==> src/rtl/btn_pkg.sv <==
// Shared types and helpers for the button auto-repeat block.
// The state encoding, the acceleration threshold and the
// lowest-index priority encoder live here.
package btn_pkg;

  typedef enum logic [1:0] {
    IDLE   = 2'd0,
    DELAY  = 2'd1,
    REPEAT = 2'd2
  } state_t;

  // Number of repeats before the fast repeat rate takes over
  localparam logic [3:0] ACCEL_THRESH = 4'd8;

  // Index of the lowest set bit; returns 0 when no bit is set
  function automatic logic [4:0] lsb_index(input logic [31:0] vec);
    logic [4:0] idx;
    idx = 5'd0;
    for (int i = 31; i >= 0; i--) begin
      if (vec[i]) begin
        idx = 5'(i);
      end
    end
    return idx;
  endfunction

endpackage

==> src/rtl/btn_evt_buf.sv <==
// One-entry valid/ready event holding register with a sticky
// overflow flag. A push is accepted when the entry is empty or
// being drained in the same cycle; otherwise it is dropped and
// evt_ovf is set. A drop and ovf_clr in the same cycle leave the
// flag set.
module btn_evt_buf #(
  parameter int IDX_W = 3
) (
  input  logic             clk,
  input  logic             rst,
  input  logic             push,
  input  logic [IDX_W-1:0] push_code,
  input  logic             push_rpt,
  input  logic             evt_ready,
  input  logic             ovf_clr,
  output logic             evt_valid,
  output logic [IDX_W-1:0] evt_code,
  output logic             evt_rpt,
  output logic             evt_ovf
);

  logic accept;
  logic drop;

  // Decide whether an incoming event fits into the entry
  always_comb begin
    accept = push & (~evt_valid | evt_ready);
    drop   = push & evt_valid & ~evt_ready;
  end

  // Holding register: load on accept, clear on handshake, else hold
  always_ff @(posedge clk or negedge rst) begin
    if (!rst) begin
      evt_valid <= 1'b0;
      evt_code  <= {IDX_W{1'b0}};
      evt_rpt   <= 1'b0;
    end else if (accept) begin
      evt_valid <= 1'b1;
      evt_code  <= push_code;
      evt_rpt   <= push_rpt;
    end else if (evt_ready) begin
      evt_valid <= 1'b0;
    end
  end

  // Sticky overflow flag; a new drop takes priority over a clear
  always_ff @(posedge clk or negedge rst) begin
    if (!rst) begin
      evt_ovf <= 1'b0;
    end else if (drop) begin
      evt_ovf <= 1'b1;
    end else if (ovf_clr) begin
      evt_ovf <= 1'b0;
    end
  end

endmodule

==> src/rtl/btn_autorepeat.sv <==
// Button auto-repeat engine: turns debounced button levels into a
// press event followed by repeat events after an initial delay and
// then at a fixed rate, tracking a single focus button.
// Optional macro BTN_AUTOREPEAT_ACCEL_EN halves the repeat period
// once ACCEL_THRESH repeats have been emitted for the same hold.
module btn_autorepeat
  import btn_pkg::*;
#(
  parameter int BTN_WIDTH = 5,
  parameter int CNT_W     = 24,
  parameter int DELAY_CYC = 3000000,
  parameter int RATE_CYC  = 600000,
  parameter int IDX_W     = 3
) (
  input  logic                 clk,
  input  logic                 rst,
  input  logic                 en,
  input  logic [BTN_WIDTH-1:0] btn_lvl,
  output logic                 evt_valid,
  output logic [IDX_W-1:0]     evt_code,
  output logic                 evt_rpt,
  input  logic                 evt_ready,
  output logic                 evt_ovf,
  input  logic                 ovf_clr
);

  localparam logic [CNT_W-1:0] DELAY_LOAD = CNT_W'(DELAY_CYC - 1);
  localparam logic [CNT_W-1:0] RATE_LOAD  = CNT_W'(RATE_CYC - 1);

  logic [BTN_WIDTH-1:0] btn_prev;
  logic [BTN_WIDTH-1:0] rise;
  logic [IDX_W-1:0]     winner;
  logic                 focus_held;
  state_t               state, state_nx;
  logic [IDX_W-1:0]     focus, focus_nx;
  logic [CNT_W-1:0]     cnt, cnt_nx;
  logic [CNT_W-1:0]     rpt_load;
  logic                 emit;
  logic                 emit_rpt;

  // Edge detection, arbitration winner and focus level lookup
  always_comb begin
    rise       = btn_lvl & ~btn_prev;
    winner     = IDX_W'(lsb_index(32'(rise)));
    focus_held = |(btn_lvl & ({{(BTN_WIDTH-1){1'b0}}, 1'b1} << focus));
  end

`ifdef BTN_AUTOREPEAT_ACCEL_EN
  localparam logic [CNT_W-1:0] FAST_LOAD = CNT_W'((RATE_CYC >> 1) - 1);

  logic [3:0] rpt_cnt;
  logic       rpt_clear;
  logic       rpt_step;

  // Repeat counter control and reload selection (fast once threshold is reached)
  always_comb begin
    rpt_step  = emit & emit_rpt;
    rpt_clear = (emit & ~emit_rpt) | (state_nx == IDLE);
    if (rpt_cnt >= (ACCEL_THRESH - 4'd1)) begin
      rpt_load = FAST_LOAD;
    end else begin
      rpt_load = RATE_LOAD;
    end
  end

  // Saturating count of repeats emitted during the current hold
  always_ff @(posedge clk or negedge rst) begin
    if (!rst) begin
      rpt_cnt <= 4'd0;
    end else if (rpt_clear) begin
      rpt_cnt <= 4'd0;
    end else if (rpt_step && (rpt_cnt < ACCEL_THRESH)) begin
      rpt_cnt <= rpt_cnt + 4'd1;
    end
  end
`else
  // Constant repeat period
  always_comb begin
    rpt_load = RATE_LOAD;
  end
`endif

  // Next-state, counter and event generation
  always_comb begin
    state_nx = state;
    focus_nx = focus;
    cnt_nx   = cnt;
    emit     = 1'b0;
    emit_rpt = 1'b0;
    if (!en) begin
      state_nx = IDLE;
    end else begin
      case (state)
        IDLE: begin
          if (|rise) begin
            emit     = 1'b1;
            focus_nx = winner;
            cnt_nx   = DELAY_LOAD;
            state_nx = DELAY;
          end else begin
            state_nx = IDLE;
          end
        end
        DELAY, REPEAT: begin
          if (|rise) begin
            emit     = 1'b1;
            focus_nx = winner;
            cnt_nx   = DELAY_LOAD;
            state_nx = DELAY;
          end else if (!focus_held) begin
            state_nx = IDLE;
          end else if (cnt == {CNT_W{1'b0}}) begin
            emit     = 1'b1;
            emit_rpt = 1'b1;
            cnt_nx   = rpt_load;
            state_nx = REPEAT;
          end else begin
            cnt_nx = cnt - {{(CNT_W-1){1'b0}}, 1'b1};
          end
        end
        default: begin
          state_nx = IDLE;
        end
      endcase
    end
  end

  // State, focus, counter and previous-level registers
  always_ff @(posedge clk or negedge rst) begin
    if (!rst) begin
      btn_prev <= {BTN_WIDTH{1'b0}};
      state    <= IDLE;
      focus    <= {IDX_W{1'b0}};
      cnt      <= {CNT_W{1'b0}};
    end else begin
      btn_prev <= btn_lvl;
      state    <= state_nx;
      focus    <= focus_nx;
      cnt      <= cnt_nx;
    end
  end

  btn_evt_buf #(
    .IDX_W(IDX_W)
  ) u_evt_buf (
    .clk       (clk),
    .rst       (rst),
    .push      (emit),
    .push_code (winner_or_focus(emit_rpt)),
    .push_rpt  (emit_rpt),
    .evt_ready (evt_ready),
    .ovf_clr   (ovf_clr),
    .evt_valid (evt_valid),
    .evt_code  (evt_code),
    .evt_rpt   (evt_rpt),
    .evt_ovf   (evt_ovf)
  );

  // Press events carry the new winner, repeats carry the held focus
  function automatic logic [IDX_W-1:0] winner_or_focus(input logic is_rpt);
    if (is_rpt) begin
      return focus;
    end else begin
      return winner;
    end
  endfunction

endmodule

==> config.mk <==
export PLATFORM = sky130hd
export DESIGN_NAME = btn_autorepeat
export DESIGN_NICKNAME = d
export VERILOG_FILES = /design/src/rtl/btn_pkg.sv /design/src/rtl/btn_evt_buf.sv /design/src/rtl/btn_autorepeat.sv
export SDC_FILE = /design/constraint.sdc
export NUM_CORES = 1
export LEC_CHECK = 0
export ABC_AREA = 1
export BUFFER_PORTS_ARGS = -buffer_cell sky130_fd_sc_hd__buf_2
export CAP_MARGIN = 25
export CORE_ASPECT_RATIO = 0.5
export CORE_MARGIN = 2
export CORE_UTILIZATION = 55
export CTS_BUF_LIST = sky130_fd_sc_hd__clkbuf_4 sky130_fd_sc_hd__clkbuf_8 sky130_fd_sc_hd__clkbuf_16
export CTS_CLUSTER_SIZE = 25
export DETAILED_ROUTE_END_ITERATION = 10
export MAX_ROUTING_LAYER = met4
export PLACE_DENSITY = 0.73
export SETUP_SLACK_MARGIN = 0.2
export SYNTH_ARGS = -nofsm -noshare
export SYNTH_HDL_FRONTEND = slang
export SYNTH_SLANG_ARGS = --single-unit
==> constraint.sdc <==
create_clock -name clk -period 2.25 [get_ports clk]
set_clock_uncertainty 0.15 [all_clocks]
set_input_delay 0.45 -clock clk [delete_from_list [all_inputs] [get_ports clk]]
set_output_delay 0.45 -clock clk [all_outputs]
set_load 0.02 [all_outputs]
==> flow_metrics.tcl <==
set metrics [dict create \
    drive_gt1_share_pct 16.2 \
    ys_seq_area_share_pct 38.4 \
    synth_top_family_by_area "simple AND/OR/NAND/NOR gates" \
    worstPathMaxFanout 11 \
    path_cells "inv_1, ha_1, inv_1, a21oi_2, nand2_4, inv_1, o21ai_2, buf_4, o21ai_0, nand2_1" \
    row_count 17 \
    port_buffers 15 \
    avgSynthCellArea_um2 7.05 \
    synth.top_cell.area_share_pct 38.4 \
    grt_max_degree 41 \
    avgViaCountPerCell 5.27 \
    wl_per_cell_um 13.7 \
    postPlaceCellArea_mm2 0.00277 \
    crit_buf_inv 4 \
    timing.rr.end "cnt[16]$_DFFE_PN0P_" \
    whs_path_depth 1 \
    end_kind "flip-flop" \
    fmaxAchievable_mhz 516 \
    core_region_area_mm2 0.00449 \
    crit_type "reg2reg" \
    grt_usage_pct 26.5 \
    setup_tns_ps 0 \
    fillCellCount 402 \
    crit_family "buffers and inverters" \
    worst-r2r-setup-slack_ps 310 \
    initial_utilization_pct 58.2 \
    status "completed" \
    use_met1_pct 36.4 \
    cts.sinks 40 \
    final_cell_area_mm2 0.00293 \
    rsz0062_at_grt "yes" \
    ys_seq_elements 40 \
    synth_compound_area_share_pct 6.38 \
    grt_pass1_wl_um 10400 \
    final_nets 408 \
    clockBufferDepth 2 \
    drt_iter0_markers 223 \
    cp_slowest_cell "dfrtp_1" \
    antenna_cells 0 \
    die_h_um 52.7 \
    critPathMaxStageDelay_ps 390 \
    dp_slack_ps 185 \
    utilization_pct 65.2 \
    met2_usage_pct 39.2 \
    cts_root_buf "clkbuf_8" \
    dp_hpwl_um 4520 \
    die-area_mm2 0.00535 \
    num_vias 2436 \
    critical_path_required_ps 2280 \
    final_common_cell "nand2_1" \
    first_global_vias 2222 \
    powerDensity_mw_per_mm2 610 \
    place.gp.congestion 0.933 \
    antenna_found_initial 0 \
    ant_nets 0 \
    drv_cap 0 \
    timing.final.crit_share_pct 86.1 \
    final.setup.worst_slack_ps 313 \
    cts.reportedPaths.clkPinSlew_ps 80 \
    layout_common_cells "nand2_1 (96), nor2_1 (62), inv_1 (48), dfrtp_1 (40), nand3_1 (37)" \
    synth_ff_type "dfrtp_1" \
    wl_um 6310 \
    maxSlewHeadroom_pct 64.1 \
    cts_tree "yes" \
    synthCells 370 \
    r2r_start "state[0]$_DFFE_PN0P_" \
    die_w_um 101 \
    synth_area_leaders "dfrtp_1 (38%), nand2_1 (14%), nor2_1 (9.2%)" \
    clk_latency_ps 290 \
    drc 0 \
    synth_top_area_cell "dfrtp_1" \
    arrival_ps 1970 \
    worst_slew_pin_slew_ps 534 \
    r2r_cells 10 \
    hold_class "in2reg" \
    path_common_cell "inv_1" \
    syn2layout_area_growth_pct 12.1 \
    synth_edf_count 0 \
    synth_xor_area_share_pct 2.35 \
    pin_count 16 \
    ys_types 31 \
    drv_slew 0 \
    htreeDepth 2 \
    cts_made_buffers 5 \
    total_power_uw 1790 \
    synth-simple-area-share_pct 41.7 \
    grt_use_met3_pct 6.93 \
    hp-start "btn_lvl[2]" \
    ys_warn_count 0 \
    muxShareOfSynthArea_pct 0 \
    final_hold_viol_count 0 \
    period_needed_ps 1940 \
    grt_most_used_layer "met2" \
    yosys.area_share.adder_pct 1.44 \
    grt_overflow 0 \
    cp-start-kind "flip-flop" \
    peakVddDrop_uv 445 \
    worstHoldEndpoint "btn_prev[2]$_DFF_PN0_" \
    syn_nets 383 \
    first_pass_iters 4 \
    synth.cell_area_mm2 0.00261 \
    p_leak_uw 0.00142 \
    finalSetupViolCount 0 \
    async_flop_share_pct 100 \
]
synthesized netlist by cell type, types with 2 or more instances:
cell type	number
o21ai_1	14
inv_2	3
nor2_4	2
xor2_1	5
o21ai_0	11
inv_1	48
a21oi_1	2
nand4_1	8
buf_4	2
nor2_2	3
dfrtp_1	40
xnor2_1	2
nor2_1	64
nand3_1	37
nand3_2	4
nor2_8	2
nand2_2	7
nand2_1	96
buf_6	4
nand2_4	3
ha_1	3
report_power, final:
group / leakage, µW / switching, µW / internal (µW)
Clock: 0.0000434 / 268 / 248
Combinational: 0.000899 / 280 / 144
Sequential: 0.000477 / 60.9 / 785
Total: 0.00142 / 609 / 1180
routing by layer:
| layer | vias to the layer above | wire length [µm] |
|---|---|---|
| met2 | 85 | 2710 |
| met4 | 0 | 73 |
| met1 | 1123 | 3030 |
| met5 | - | 0 |
| li1 | 1216 | - |
| met3 | 12 | 501 |
sequential cells by signal, indices dropped and copies added (netlist names):
| signal | count |
|---|---|
| state | 2 |
| cnt | 24 |
| btn_prev | 5 |
| focus | 3 |
| u_evt_buf.evt_ovf | 1 |
| u_evt_buf.evt_code | 3 |
| u_evt_buf.evt_valid | 1 |
| u_evt_buf.evt_rpt | 1 |
worst max-delay path by stage:
stage,slack [ps],cells after the start,endpoint,from
finish,310,10,cnt[16]$_DFFE_PN0P_,state[0]$_DFFE_PN0P_
CTS,260,11,u_evt_buf.evt_code[0]$_DFFE_PN0P_,cnt[0]$_DFFE_PN0P_
global placement,200,10,u_evt_buf.evt_code[1]$_DFFE_PN0P_,cnt[0]$_DFFE_PN0P_
global route,160,10,cnt[2]$_DFFE_PN0P_,state[0]$_DFFE_PN0P_
detailed placement,180,10,u_evt_buf.evt_code[1]$_DFFE_PN0P_,cnt[0]$_DFFE_PN0P_
floorplan,470,10,cnt[2]$_DFFE_PN0P_,state[0]$_DFFE_PN0P_
final cells by class:
type | count | area (µm²) | area share (%)
Clock buffer | 6 | 82.6 | 2.82
Timing Repair Buffer | 25 | 178 | 6.07
Multi-Input combinational cell | 272 | 1370 | 46.9
Clock inverter | 2 | 15.0 | 0.513
Tap cell | 66 | 82.6 | 2.82
Sequential cell | 40 | 1000 | 34.2
Inverter | 51 | 194 | 6.63
logic make-up (layout without fill, tap and decap cells):
kind of cell / Yosys count / count (layout)
AOI/OAI and AO/OA: 31 / 31
xor gates and xnor gates: 7 / 7
adders and majority gates: 3 / 3
buffers and inverters: 58 / 84
DFF: 40 / 40
and+or+nand+nor: 231 / 231
metrics by stage:
step | hold slack [ps] | std cells
after floorplan | 4.41 | 370
final | 138 | 462
after CTS | 130 | 458
after global placement | 288 | 449
after global routing | 126 | 462
after detailed placement | 289 | 449
timing repair:
action / 4_1_cts / 5_1_grt
setup buffers: 0 / 4
hold buffers: 1 / 0
endpoints found under the setup margin: 4 / 13
hold endpoints to repair: 40 / 0
pin swaps: 0 / 3
gates resized for setup: 1 / 5
gates cloned: 0 / 0
No activity file was read; power rests on OpenSTA's default activity.
